<file path="config.mk">
export PLATFORM = sky130hd
export DESIGN_NAME = irq_ctrl
export DESIGN_NICKNAME = d
export VERILOG_FILES = /design/src/rtl/irq_ctrl_pkg.sv /design/src/rtl/irq_prio_enc.sv /design/src/rtl/irq_ctrl.sv
export SDC_FILE = /design/constraint.sdc
export NUM_CORES = 1
export LEC_CHECK = 0
export CORE_UTILIZATION = 40
export DETAILED_ROUTE_END_ITERATION = 10
export PLACE_DENSITY_LB_ADDON = 0.25
export SKIP_CTS_REPAIR_TIMING = 1
export SYNTH_ARGS = -nofsm -noshare
export SYNTH_HDL_FRONTEND = slang
export SYNTH_SLANG_ARGS = --single-unit
</file>
<file path="constraint.sdc">
create_clock -name clk -period 4.6 [get_ports clk]
set_input_delay 0.92 -clock clk [delete_from_list [all_inputs] [get_ports clk]]
set_output_delay 0.92 -clock clk [all_outputs]
set_load 0.1 [all_outputs]
</file>
<file path="src/rtl/irq_ctrl_pkg.sv">
// +----------------------------------------------------------------------+
// | irq_ctrl_pkg : shared FSM state type, defaults and ID-width helper    |
// | Revision     : 1.0                                                    |
// +----------------------------------------------------------------------+
`default_nettype none

package irq_ctrl_pkg;

   localparam int NUM_SRC_DEF = 4;

   typedef enum logic [1:0] {
      ST_IDLE    = 2'd0,
      ST_PENDING = 2'd1,
      ST_ACTIVE  = 2'd2
   } state_t;

   function automatic int id_width(input int n);
      return (n > 1) ? $clog2(n) : 1;
   endfunction

endpackage

`default_nettype wire

</file>
<file path="src/rtl/irq_prio_enc.sv">
// +----------------------------------------------------------------------+
// | irq_prio_enc : combinational lowest-index priority encoder + any flag |
// | Revision     : 1.0                                                    |
// +----------------------------------------------------------------------+
`default_nettype none

module irq_prio_enc
   import irq_ctrl_pkg::*;
#(
   parameter int NUM_SRC = NUM_SRC_DEF,
   parameter int ID_W    = id_width(NUM_SRC)
) (
   input  logic [NUM_SRC-1:0] req,
   output logic               any_req,
   output logic [ID_W-1:0]    id
);

   // Scan from the top down so the last hit, the lowest index, wins.
   always_comb begin
      id = '0;
      for (int i = NUM_SRC - 1; i >= 0; i--) begin
         if (req[i]) begin
            id = ID_W'(i);
         end
      end
   end

   assign any_req = |req;

endmodule

`default_nettype wire

</file>
<file path="src/rtl/irq_ctrl.sv">
// +----------------------------------------------------------------------+
// | irq_ctrl : pulse-collecting interrupt controller, claim/complete FSM  |
// | Revision : 1.0                                                        |
// +----------------------------------------------------------------------+
`default_nettype none

module irq_ctrl
   import irq_ctrl_pkg::*;
#(
   parameter int NUM_SRC = NUM_SRC_DEF,
   parameter int DROP_W  = 8
) (
   input  logic                        clk,
   input  logic                        rst_n,
   input  logic [NUM_SRC-1:0]          irq_in,
   input  logic                        mask_we,
   input  logic [NUM_SRC-1:0]          mask_wdata,
   output logic                        irq_out,
   input  logic                        claim,
   output logic                        claim_valid,
   output logic [id_width(NUM_SRC)-1:0] claim_id,
   output logic                        claim_spurious,
   input  logic                        complete,
   output logic [DROP_W-1:0]           drop_count,
   input  logic                        drop_clr
);

   localparam int ID_W  = id_width(NUM_SRC);
   localparam int SUM_W = DROP_W + 5;

   state_t               r_state;
   logic [NUM_SRC-1:0]   r_pending;
   logic [NUM_SRC-1:0]   r_mask;

   logic [NUM_SRC-1:0]   w_eligible;
   logic                 w_any_elig;
   logic [ID_W-1:0]      w_win_id;
   logic                 w_grant;
   logic [NUM_SRC-1:0]   w_clear;
   logic [NUM_SRC-1:0]   w_drops;
   logic [4:0]           w_drop_num;
   logic [SUM_W-1:0]     w_drop_sum;
   logic [DROP_W-1:0]    w_drop_next;

   assign w_eligible = r_pending & ~r_mask;

   irq_prio_enc #(
      .NUM_SRC (NUM_SRC),
      .ID_W    (ID_W)
   ) u_prio_enc (
      .req     (w_eligible),
      .any_req (w_any_elig),
      .id      (w_win_id)
   );

   // A claim in PENDING that finds nothing eligible (masked that same
   // cycle) is answered as spurious and the FSM falls back to IDLE.
   assign w_grant = claim && (r_state == ST_PENDING) && w_any_elig;
   assign w_clear = w_grant ? (NUM_SRC'(1) << w_win_id) : '0;

   // A pulse on the bit being claimed re-arms it rather than counting as lost.
   assign w_drops = irq_in & r_pending & ~w_clear;

   always_comb begin
      w_drop_num = '0;
      for (int i = 0; i < NUM_SRC; i++) begin
         w_drop_num = w_drop_num + 5'(w_drops[i]);
      end
      w_drop_sum = SUM_W'(drop_count) + SUM_W'(w_drop_num);
      if (w_drop_sum > SUM_W'({DROP_W{1'b1}})) begin
         w_drop_next = '1;
      end else begin
         w_drop_next = w_drop_sum[DROP_W-1:0];
      end
   end

   always_ff @(posedge clk) begin
      if (!rst_n) begin
         r_state        <= ST_IDLE;
         r_pending      <= '0;
         r_mask         <= '1;
         drop_count     <= '0;
         irq_out        <= 1'b0;
         claim_valid    <= 1'b0;
         claim_id       <= '0;
         claim_spurious <= 1'b0;
      end else begin
         if (mask_we) begin
            r_mask <= mask_wdata;
         end
         r_pending <= (r_pending & ~w_clear) | irq_in;
         drop_count <= drop_clr ? '0 : w_drop_next;

         claim_valid    <= claim;
         claim_id       <= w_grant ? w_win_id : '0;
         claim_spurious <= claim && !w_grant;

         case (r_state)
            ST_IDLE: begin
               if (w_any_elig) begin
                  r_state <= ST_PENDING;
                  irq_out <= 1'b1;
               end else begin
                  irq_out <= 1'b0;
               end
            end
            ST_PENDING: begin
               if (w_grant) begin
                  r_state <= ST_ACTIVE;
                  irq_out <= 1'b0;
               end else if (!w_any_elig) begin
                  r_state <= ST_IDLE;
                  irq_out <= 1'b0;
               end else begin
                  irq_out <= 1'b1;
               end
            end
            ST_ACTIVE: begin
               irq_out <= 1'b0;
               if (complete) begin
                  r_state <= ST_IDLE;
               end
            end
            default: begin
               r_state <= ST_IDLE;
               irq_out <= 1'b0;
            end
         endcase
      end
   end

endmodule

`default_nettype wire

</file>
[Word level (Yosys, flattened, before mapping)]
Cells that the tools add are included.
Word-level totals
  flip-flop bits (word level): 23
  input port bits: 14
  output and inout port bits: 13
  logic and storage cells: 50
Cells by class
  add/subtract/negate cells: 4
  $lt $le $gt $ge: 1
  equality and inequality tests: 5
  shifts and indexed selects: 1
  muxes and demuxes: 14
  bitwise logic cells: 8
  reduce and logical (&&, ||, !) cells: 9
Operator list (number)
  4-bit bitwise AND: 4
  2-bit two-way mux: 8
  8-bit by 4-bit adder with 9-bit output: 1
  9-bit by 8-bit > comparator with 1-bit output (second input constant): 1
  8-bit two-way mux: 1
  4-bit NOT: 2
  2-bit case mux with 3 select lines: 1
  3-bit by 1-bit adder with 4-bit output: 1
  4-bit two-way mux: 1
  2-bit inequality test (second input constant): 2
  4-bit bitwise OR: 1
  4-bit OR reduction: 1
  1-bit by 2-bit left shift with 4-bit output (first input constant): 1
  2-bit by 1-bit adder with 3-bit output: 1
  1-bit logical AND: 3
  3-bit inequality test (second input constant): 1
  3-bit AND reduction: 1
  1-bit by 1-bit adder with 2-bit output: 1
  2-bit by 1-bit equality test with 1-bit output (second input constant): 1
  2-bit equality test (second input constant): 1
  2-bit logical NOT: 1
  1-bit two-way mux: 2
  1-bit case mux with 2 select lines: 1
  2-bit AND reduction: 1
  other kinds (3): 3

[Logic depth before layout (Yosys ltp)]
Gate-level depths: netlist of the first run.
  depth after elaboration: 16
  mapped depth: 11
  depth with buffers taken out: 11

[Modules after synthesis]
Synthesis of the first run repeated with hierarchy kept, for this count alone.
Unflattened totals
  cell total of the unflattened synthesis: 128
  area, all modules: 1102.3 sq um
By module, submodules not included
  irq_ctrl: times used 1, cells an instance 121, area an instance 1067.3 sq um, sequential area each 460.4 sq um
  irq_prio_enc: times used 1, cells an instance 7, area an instance 35.0 sq um, sequential area each 0.0 sq um

[Least setup slack after synthesis of the first run]
OpenSTA, ideal clock, no wires.
  path kind: input-to-reg
  from: input claim
  to: register drop_count[4]
  setup time: 0.117 ns
  arrival: 3.187 ns
  required time: 4.483 ns
  path slack: 1.296 ns
  stages: 11
  buffers on the path: 0
  path through: nand3b_1 a2111oi_4 nand2_1 nand3_1 fa_1 fa_1 inv_1 fa_1 and3_1 nand3_1 o211a_1
On the way
  cells in the longest elaborated chain, start to end: 11
RTL lines
  start: declaration: RTL line irq_ctrl.sv:19  | input logic claim,
  1-bit logical AND (*) (2 in a row): RTL line irq_ctrl.sv:58  | assign w_grant = claim && (r_state == ST_PENDING) && w_any_elig;
  4-bit two-way mux (*): RTL line irq_ctrl.sv:59  | assign w_clear = w_grant ? (NUM_SRC'(1) << w_win_id) : '0;
  4-bit NOT (*): RTL line irq_ctrl.sv:62  | assign w_drops = irq_in & r_pending & ~w_clear;
  4-bit bitwise AND (*): RTL line irq_ctrl.sv:62
  1-bit by 1-bit adder with 2-bit output: RTL line irq_ctrl.sv:67  | w_drop_num = w_drop_num + 5'(w_drops[i]);
  2-bit by 1-bit adder with 3-bit output: RTL line irq_ctrl.sv:67
  3-bit by 1-bit adder with 4-bit output (*): RTL line irq_ctrl.sv:67
  8-bit by 4-bit adder with 9-bit output (*): RTL line irq_ctrl.sv:69  | w_drop_sum = SUM_W'(drop_count) + SUM_W'(w_drop_num);
  9-bit by 8-bit > comparator with 1-bit output: RTL line irq_ctrl.sv:70  | if (w_drop_sum > SUM_W'({DROP_W{1'b1}})) begin
  8-bit two-way mux (*): RTL line irq_ctrl.sv:70
  end signal: assignment: RTL line irq_ctrl.sv:92  | drop_count <= drop_clr ? '0 : w_drop_next;
  end: declaration: RTL line irq_ctrl.sv:24  | output logic [DROP_W-1:0] drop_count,
Mark *: on every way between the ends. The rest lies on a longest branch, timed or not.
A chain may end at the register's enable or synchronous reset.

[Final worst setup path of the first run]
  from: input claim
  to: register drop_count[1]
Same word-level chain as after synthesis.

==> results.cfg, run 1 <==
[timing]
fin_setup_tns_ps = 0
maxSlewViolCount = 0
final-hold-violation-count = 0
rsz0062_at_grt = false
fmax_mhz = 273
whs_ps = 486
relSlewSlack = 0.345
finalClockSkew_ps = 9.80
fin_crit_ps = 3670
post-route-period-util = 0.797
worst_pin_slew_ps = 980
setup_viol = 0
setup_ws_ps = 932

[job]
drv_cap = 0

[routing]
dr.first_iter.drc_count = 18
drc = 0
routedWlPerCell_um = 11.8
post_drt_via_cell_ratio = 5.12
drtPass1Iterations = 4
vias = 866
drt-total-wl_um = 2000
drtAntennaViolNets = 0

[setup_path]
crit_chain = clkdlybuf4s50_1, nand3b_1, a2111oi_4, nand2_1, nand3_1, fa_1, fa_1, inv_1, fa_1, inv_1, or2_4, a21oi_1
crit_required_ps = 4850
endpoint_kind = register
slowest_delay_ps = 500
cp_common_cell = fa_1
worst-setup-path-type = in2reg
crit_slowest_cell = clkdlybuf4s50_1
crit_path_start_kind = input port
cp_max_fo = 6
crit_arrival_ps = 3910

[cts]
cts_sinks = 23
clk_pin_slew_ps = 130
cts_htree_levels = 1
numCtsBuffers = 3
clock_latency_ps = 320
cts_tree = yes
root_buffer = clkbuf_4
clock_path_buffers = 2

[layout]
nFillCells = 233
fin_util = 0.551
multi_input_area_um2 = 558
regArea_um2 = 460
area_growth_pct = 29.8
nets = 158
num_antenna_cells = 0
drive_gt1_frac = 0.0791

[floorplan]
num_rows = 18
die_height_um = 53.5
dieArea_um2 = 2860
die_width_um = 53.5
coreArea_um2 = 2500
io_pins = 27
initial_core_util = 0.424

[placed_design]
dp_slack_ps = 573
port_buffers = 26
gp_congestion = 0.777
hpwl_um = 1560

[grt]
grt_pass1_wl_um = 3450
grt.overflow.total = 0
grtUsageTotal = 0.173
antenna_found_initial = 0
first_global_vias = 795
grt_max_degree = 14

[power]
irDropWorstVdd_v = 0.000213
p_leak_nw = 0.542
power.density_nw_per_um2 = 277
power_mw = 0.381

[outcome]
status = completed

[logic_synthesis]
syn_avg_cell_area_um2 = 9.56
yosys_warnings = 0
ys_top_cells_by_area = dfxtp_1 (43%), fa_1 (5.7%), nand2b_1 (4.1%)
synth_area_um2 = 1060
ys_ff_latch = 23
synth_top_area_cell = dfxtp_1
seq_area_frac_synth = 0.434
synth_cells = 111
synth.distinct_cells = 37
synthesis.nets = 129
synth_top_area_frac = 0.434

[worst_hold_path]
hp-class = reg2reg
placed cells by master, fill, tap and decap left out, types with 2 or more instances in the layout:
cell	instances
nand2b_1	7
o21ai_0	5
a31oi_1	4
nor2_1	7
clkbuf_4	3
nor3_1	3
a21oi_1	5
clkdlybuf4s50_1	26
xor2_1	2
mux2i_1	3
dfxtp_1	23
fa_1	3
inv_1	9
and2_1	2
nand2_1	10
nand3_1	4
a2111oi_0	2
cell families after synthesis:
family,count (synthesis),share of synthesized area
AND/OR/NAND/NOR,44,0.241
AO/OA/AOI/OAI,24,0.172
flip-flops,23,0.434
buffers and inverters,11,0.0401
adder cells (fa/ha/maj),4,0.0684
multiplexers,3,0.0283
XOR/XNOR,2,0.0165
stage by stage:
step	cell area, µm²	cells
floorplan	1060	111
global placement	1350	165
CTS	1380	169
detailed placement	1350	165
finish	1380	169
global route	1380	169
worst max-delay path, delay by kind of cell:
family          cells  cell delay, ps
compound gates      2             550
fa+ha+maj           3            1130
buf+inv             3             660
simple gates        4             640
routing by layer:
metal / GRT usage / wire [µm] / up-vias
li1: - / - / 450
met1: 0.201 / 890 / 394
met2: 0.290 / 950 / 20
met3: 0.0690 / 135 / 2
met4: 0.0526 / 20 / 0
met5: 0 / 0 / -
cell type report:
class / instances / area share
multi-input cells: 77 / 0.405
flip-flops and latches: 23 / 0.334
repair buffers: 26 / 0.189
well taps: 30 / 0.0272
inverters: 9 / 0.0245
clock buffers: 3 / 0.0163
clock inverters: 1 / 0.00363
cells in the mapped netlist, drive strengths merged:
cell	count
dfxtp	23
nand2	10
inv	9
nand2b	7
nor2	7
a21oi	5
o21ai	5
a31oi	4
nand3	4
a2111oi	3
fa	3
mux2i	3
nor3	3
and2	2
and2b	2
and3	2
nand4	2
nor2b	2
xor2	2
a41oi	1
buf	1
clkbuf	1
ha	1
nand3b	1
nor3b	1
o211a	1
o211ai	1
o21a	1
o221a	1
o31a	1
o41ai	1
or2	1
final timing paths:
path	start	to	slack, ps	cells past startpoint
max	claim	drop_count[1]	930	12
min	r_state[1]	irq_out	490	1
max reg2reg	r_mask[1]	drop_count[1]	1620	11
min reg2reg	r_state[1]	irq_out	490	1
sequential cells by signal, indices dropped and copies added (netlist names):
register        flops
drop_count          8
r_mask              4
r_pending           4
claim_id            2
r_state             2
claim_spurious      1
claim_valid         1
irq_out             1
power breakdown:
| group | switching [mW] | internal, mW | leakage, nW | total [mW] |
|---|---|---|---|---|
| combinational | 0.0445 | 0.0281 | 0.336 | 0.0726 |
| clock | 0.0624 | 0.0325 | 0.0177 | 0.0949 |
| sequential | 0.00580 | 0.208 | 0.189 | 0.214 |
Power figures use the tool's default switching activity.
==> run 2, diff against run 1 <==
clock period = 3.2 ns   (was 4.6 ns; I/O delays follow)
==> run 2 against run 1 <==
  * Non-clock buffer count increased by 7
  * Clock power increased by 37%
  * Setup slack got worse by 840 ps
  * Hold slack improved by 4.0 ps
  * Via count increased by 2.3%
  * Die area unchanged
  * Design area increased by 2.0%
  * Sequential power increased by 43%
  * Register-to-register slack got worse by 1300 ps
  * Critical path depth unchanged
  * Largest power group unchanged
  * Highest routed layer unchanged
==> results.cfg, run 2 (synthesis results as in run 1) <==
[outcome]
status = completed

[floorplan]
io_pins = 27
initial_core_util = 0.424
die_width_um = 53.5
coreArea_um2 = 2500
dieArea_um2 = 2860
die_height_um = 53.5
num_rows = 18

[setup_path]
reg2reg_to = drop_count[0]
r2r_cells = 11
rrSetupSlack_ps = 360
crit_required_ps = 3440
r2r_start = r_mask[1]
worst-setup-path-type = in2reg
crit_path_start_kind = input port
cp_max_fo = 5
crit_arrival_ps = 3350
endpoint_kind = register

[worst_hold_path]
hp-class = reg2reg
holdPathEnd = r_mask[2]
min_from = r_mask[2]
min_delay_path_depth = 2

[timing]
setup_ws_ps = 88.9
relSlewSlack = 0.723
final-hold-violation-count = 0
worst_pin_slew_ps = 411
finalClockSkew_ps = 1.51
fin_setup_tns_ps = 0
fin_crit_ps = 3110
fmax_mhz = 321
maxSlewViolCount = 0
whs_ps = 490
post-route-period-util = 0.972
setup_viol = 0

[layout]
design_area_um2 = 1410
nets = 165
multi_input_area_um2 = 567
regArea_um2 = 460
nFillCells = 248
largest-register = drop_count
largest_reg_flops = 8
layout_commonest_cell = dfxtp_1
drive_gt1_frac = 0.233
top_regs = drop_count: 8 flops, r_mask: 4 flops, r_pending: 4 flops
layout_common_cells = dfxtp_1 (23), buf_4 (20), clkdlybuf4s50_1 (13)
num_antenna_cells = 0
area_growth_pct = 32.4

[power]
irDropWorstVdd_v = 0.000309
p_leak_nw = 0.594
power_mw = 0.548
power.density_nw_per_um2 = 390

[routing]
post_drt_via_cell_ratio = 5.03
dr.first_iter.drc_count = 11
drc = 0
drtAntennaViolNets = 0
vias = 886
routedWlPerCell_um = 11.9
drtPass1Iterations = 4
drt-total-wl_um = 2090

[grt]
grt.overflow.total = 0
antenna_found_initial = 0
first_global_vias = 813
grt_pass1_wl_um = 3440
grtUsageTotal = 0.171
grt_max_degree = 13

[cts]
cts_htree_levels = 1
clock_path_buffers = 2
cts_sinks = 23
root_buffer = clkbuf_4
numCtsBuffers = 3
cts_tree = yes
clk_pin_slew_ps = 120
clock_latency_ps = 300

[placed_design]
post_dp_cell_area_um2 = 1360
gp_congestion = 0.741
port_buffers = 26
dp_slack_ps = -395
hpwl_um = 1660

[job]
drv_cap = 0
run 2: cell types whose count changed in the layout (fill, tap and decap cells not counted), moves of 2 or more:
cell,delta
fa_2,+2
buf_4,+20
clkdlybuf4s50_1,-13
fa_1,-2
run 2: stage by stage:
step,util,instances
6_report,0.562,176
5_1_grt,0.562,176
4_1_cts,0.556,175
3_5_place_dp,0.545,171
3_3_place_gp,0.545,171
2_1_floorplan,-,111
run 2: power breakdown:
part	leakage (nW)	internal (mW)	switching [mW]
Clock	0.0150	0.0486	0.0813
Sequential	0.189	0.299	0.00874
Combinational	0.390	0.0442	0.0669
run 2: metal layers:
metal | GRT usage | vias to the layer above | wire [µm]
met3 | 0.0546 | 2 | 103
li1 | - | 458 | -
met5 | 0 | - | 0
met1 | 0.186 | 407 | 931
met2 | 0.304 | 19 | 1040
met4 | 0.0658 | 0 | 15
run 2: critical path, cell delays in order:
cell             delay (ps)
clkdlybuf4s50_1         480
nand3b_1                150
a2111oi_4               230
nand2_1                  90
nand3_1                 110
fa_1                    460
fa_2                    410
inv_2                    70
fa_2                    240
inv_1                    60
or2_4                   270
a21oi_1                 150
run 2: layout make-up:
type | instances | area share
tap | 30 | 0.0267
multi-input combinational | 77 | 0.403
timing repair buffer | 33 | 0.199
clock buffer | 4 | 0.0187
inverter | 9 | 0.0240
sequential | 23 | 0.328
run 2: worst max path at each step:
stage	startpoint	end	slack (ps)	depth (start not counted)
finish	claim	drop_count[0]	90	12
floorplan	claim	drop_count[4]	180	11
global route	claim	drop_count[5]	-5	12
CTS	claim	drop_count[1]	-60	12
global placement	claim	drop_count[0]	-340	12
detailed placement	claim	drop_count[1]	-400	12
==> run 3, diff against run 2 <==
==> constraint.sdc (replaced) <==
create_clock -name clk -period 3.2 [get_ports clk]
set_input_delay 0.96 -clock clk [delete_from_list [all_inputs] [get_ports clk]]
set_output_delay 0.96 -clock clk [all_outputs]
set_load 0.1 [all_outputs]
==> run 3 against run 2 <==
  * Hold slack got worse by 12 ps
  * Cell count unchanged
  * Clock skew rose by 7.1 ps
  * Register-to-register slack improved by 50 ps
  * Sequential share of layout area shrank 0.058 points
  * Via count up 0.90%
  * Highest routed layer unchanged
==> results.cfg, run 3 (synthesis results as in run 1) <==
[outcome]
status = completed

[grt]
antenna_found_initial = 0
grt_max_degree = 14
grtUsageTotal = 0.169
first_global_vias = 790
grt.overflow.total = 0
grt_pass1_wl_um = 3450

[placed_design]
dp_slack_ps = -563
hpwl_um = 1650
gp_congestion = 0.885
port_buffers = 26

[worst_hold_path]
min_from = r_mask[2]
min_delay_path_depth = 2
hp-class = reg2reg
holdPathEnd = r_mask[2]

[cts]
clk_pin_slew_ps = 120
root_buffer = clkbuf_4
clock_latency_ps = 310
cts_tree = yes
cts_sinks = 23
cts_htree_levels = 1
numCtsBuffers = 3
clock_path_buffers = 2

[floorplan]
die_width_um = 53.5
dieArea_um2 = 2860
coreArea_um2 = 2500
initial_core_util = 0.424
num_rows = 18
io_pins = 27
die_height_um = 53.5

[timing]
fmax_mhz = 322
post-route-period-util = 0.969
finalClockSkew_ps = 8.65
whs_ps = 478
setup_viol = 0
fin_crit_ps = 3100
final-hold-violation-count = 0
rsz0062_at_grt = false
maxSlewViolCount = 0
setup_ws_ps = 97.6
worst_pin_slew_ps = 398
relSlewSlack = 0.728

[layout]
area_growth_pct = 32.7
largest_reg_flops = 8
layout_common_cells = dfxtp_1 (23), buf_4 (20), clkdlybuf4s50_1 (12)
largest-register = drop_count
nFillCells = 227
nets = 165
drive_gt1_frac = 0.253
top_regs = drop_count: 8 flops, r_mask: 4 flops, r_pending: 4 flops
num_antenna_cells = 0
layout_commonest_cell = dfxtp_1

[power]
pwr-share-seq = 0.561
switchingPower_mw = 0.161
irDropWorstVdd_v = 0.000333
p_sw_frac = 0.293
power.density_nw_per_um2 = 390
share_comb_of_total_power = 0.199
power.internal_mw = 0.388
pwr-share-clk = 0.240
p_leak_nw = 0.591

[setup_path]
r2r_start = r_state[0]
crit_chain = clkbuf_2, nand3b_1, a2111oi_4, nand2_1, nand3_2, fa_1, fa_2, inv_2, fa_2, buf_4, and3_4, nand3_1, o211a_1
worst-setup-path-type = in2reg
crit_path_start_kind = input port
slowest_delay_ps = 430
cp_num_buf_inv = 3
endpoint_kind = register
cp_top_family = adder cells
cp_common_cell = fa_2
crit_arrival_ps = 3320
crit_slowest_cell = fa_1
cp_max_fo = 4
crit_required_ps = 3410
r2r_cells = 12
rrSetupSlack_ps = 410
reg2reg_to = drop_count[4]

[routing]
vias = 894
wl_met3_um = 119
drtAntennaViolNets = 0
wl_met1_um = 995
post_drt_via_cell_ratio = 5.08
top_layer_used = met4
routedWlPerCell_um = 11.9
drc = 0
dr.first_iter.drc_count = 12
drt-total-wl_um = 2100
wl_met2_um = 971
drtPass1Iterations = 4

[job]
drv_cap = 0
[run 3: metrics by stage]
stage          TNS [ps]  power, mW  instance area [µm²]   util  cells
6_report              0      0.549                 1410  0.563    176
4_1_cts           -1730      0.555                 1390  0.556    173
2_1_floorplan         0      0.385                 1080      -    111
5_1_grt               0      0.579                 1410  0.563    176
3_3_place_gp      -3600      0.422                 1360  0.545    169
3_5_place_dp      -4100      0.423                 1360  0.545    169
[run 3: worst max path at each step]
| stage | from | end | slack [ps] | cells past startpoint |
|---|---|---|---|---|
| final | claim | drop_count[4] | 100 | 13 |
| after global routing | claim | drop_count[0] | 6 | 12 |
| after CTS | claim | drop_count[1] | -270 | 12 |
| after detailed placement | claim | drop_count[1] | -560 | 12 |
| after global placement | claim | drop_count[3] | -490 | 12 |
| after floorplan | claim | drop_count[4] | 40 | 11 |
[run 3: metal layers]
| layer | up-vias | global-route usage |
|---|---|---|
| li1 | 457 | - |
| met1 | 410 | 0.222 |
| met2 | 25 | 0.263 |
| met3 | 2 | 0.0603 |
| met4 | 0 | 0.0395 |
| met5 | - | 0 |
[run 3: power by group through the flow]
stage	Combinational, mW	Sequential (mW)	Clock [mW]
6_report	0.109	0.308	0.132
5_1_grt	0.118	0.310	0.151
4_1_cts	0.110	0.308	0.137
3_5_place_dp	0.108	0.314	0
3_3_place_gp	0.108	0.314	0
2_1_floorplan	0.0395	0.345	0
[run 3: tightest hold or removal path, cell delays in order, from the launching register on]
cell and delay [ps]:
dfxtp_1 340, mux2i_1 60, nand2_1 60
[run 3: layout make-up]
| cell class | count | area, µm² | share of cell area |
|---|---|---|---|
| Tap cell | 30 | 37.5 | 0.0267 |
| Sequential cell | 23 | 460 | 0.327 |
| Timing Repair Buffer | 33 | 275 | 0.196 |
| Inverter | 9 | 33.8 | 0.0240 |
| Clock buffer | 3 | 22.5 | 0.0160 |
| Clock inverter | 1 | 5.00 | 0.00356 |
| Multi-Input combinational cell | 77 | 573 | 0.407 |
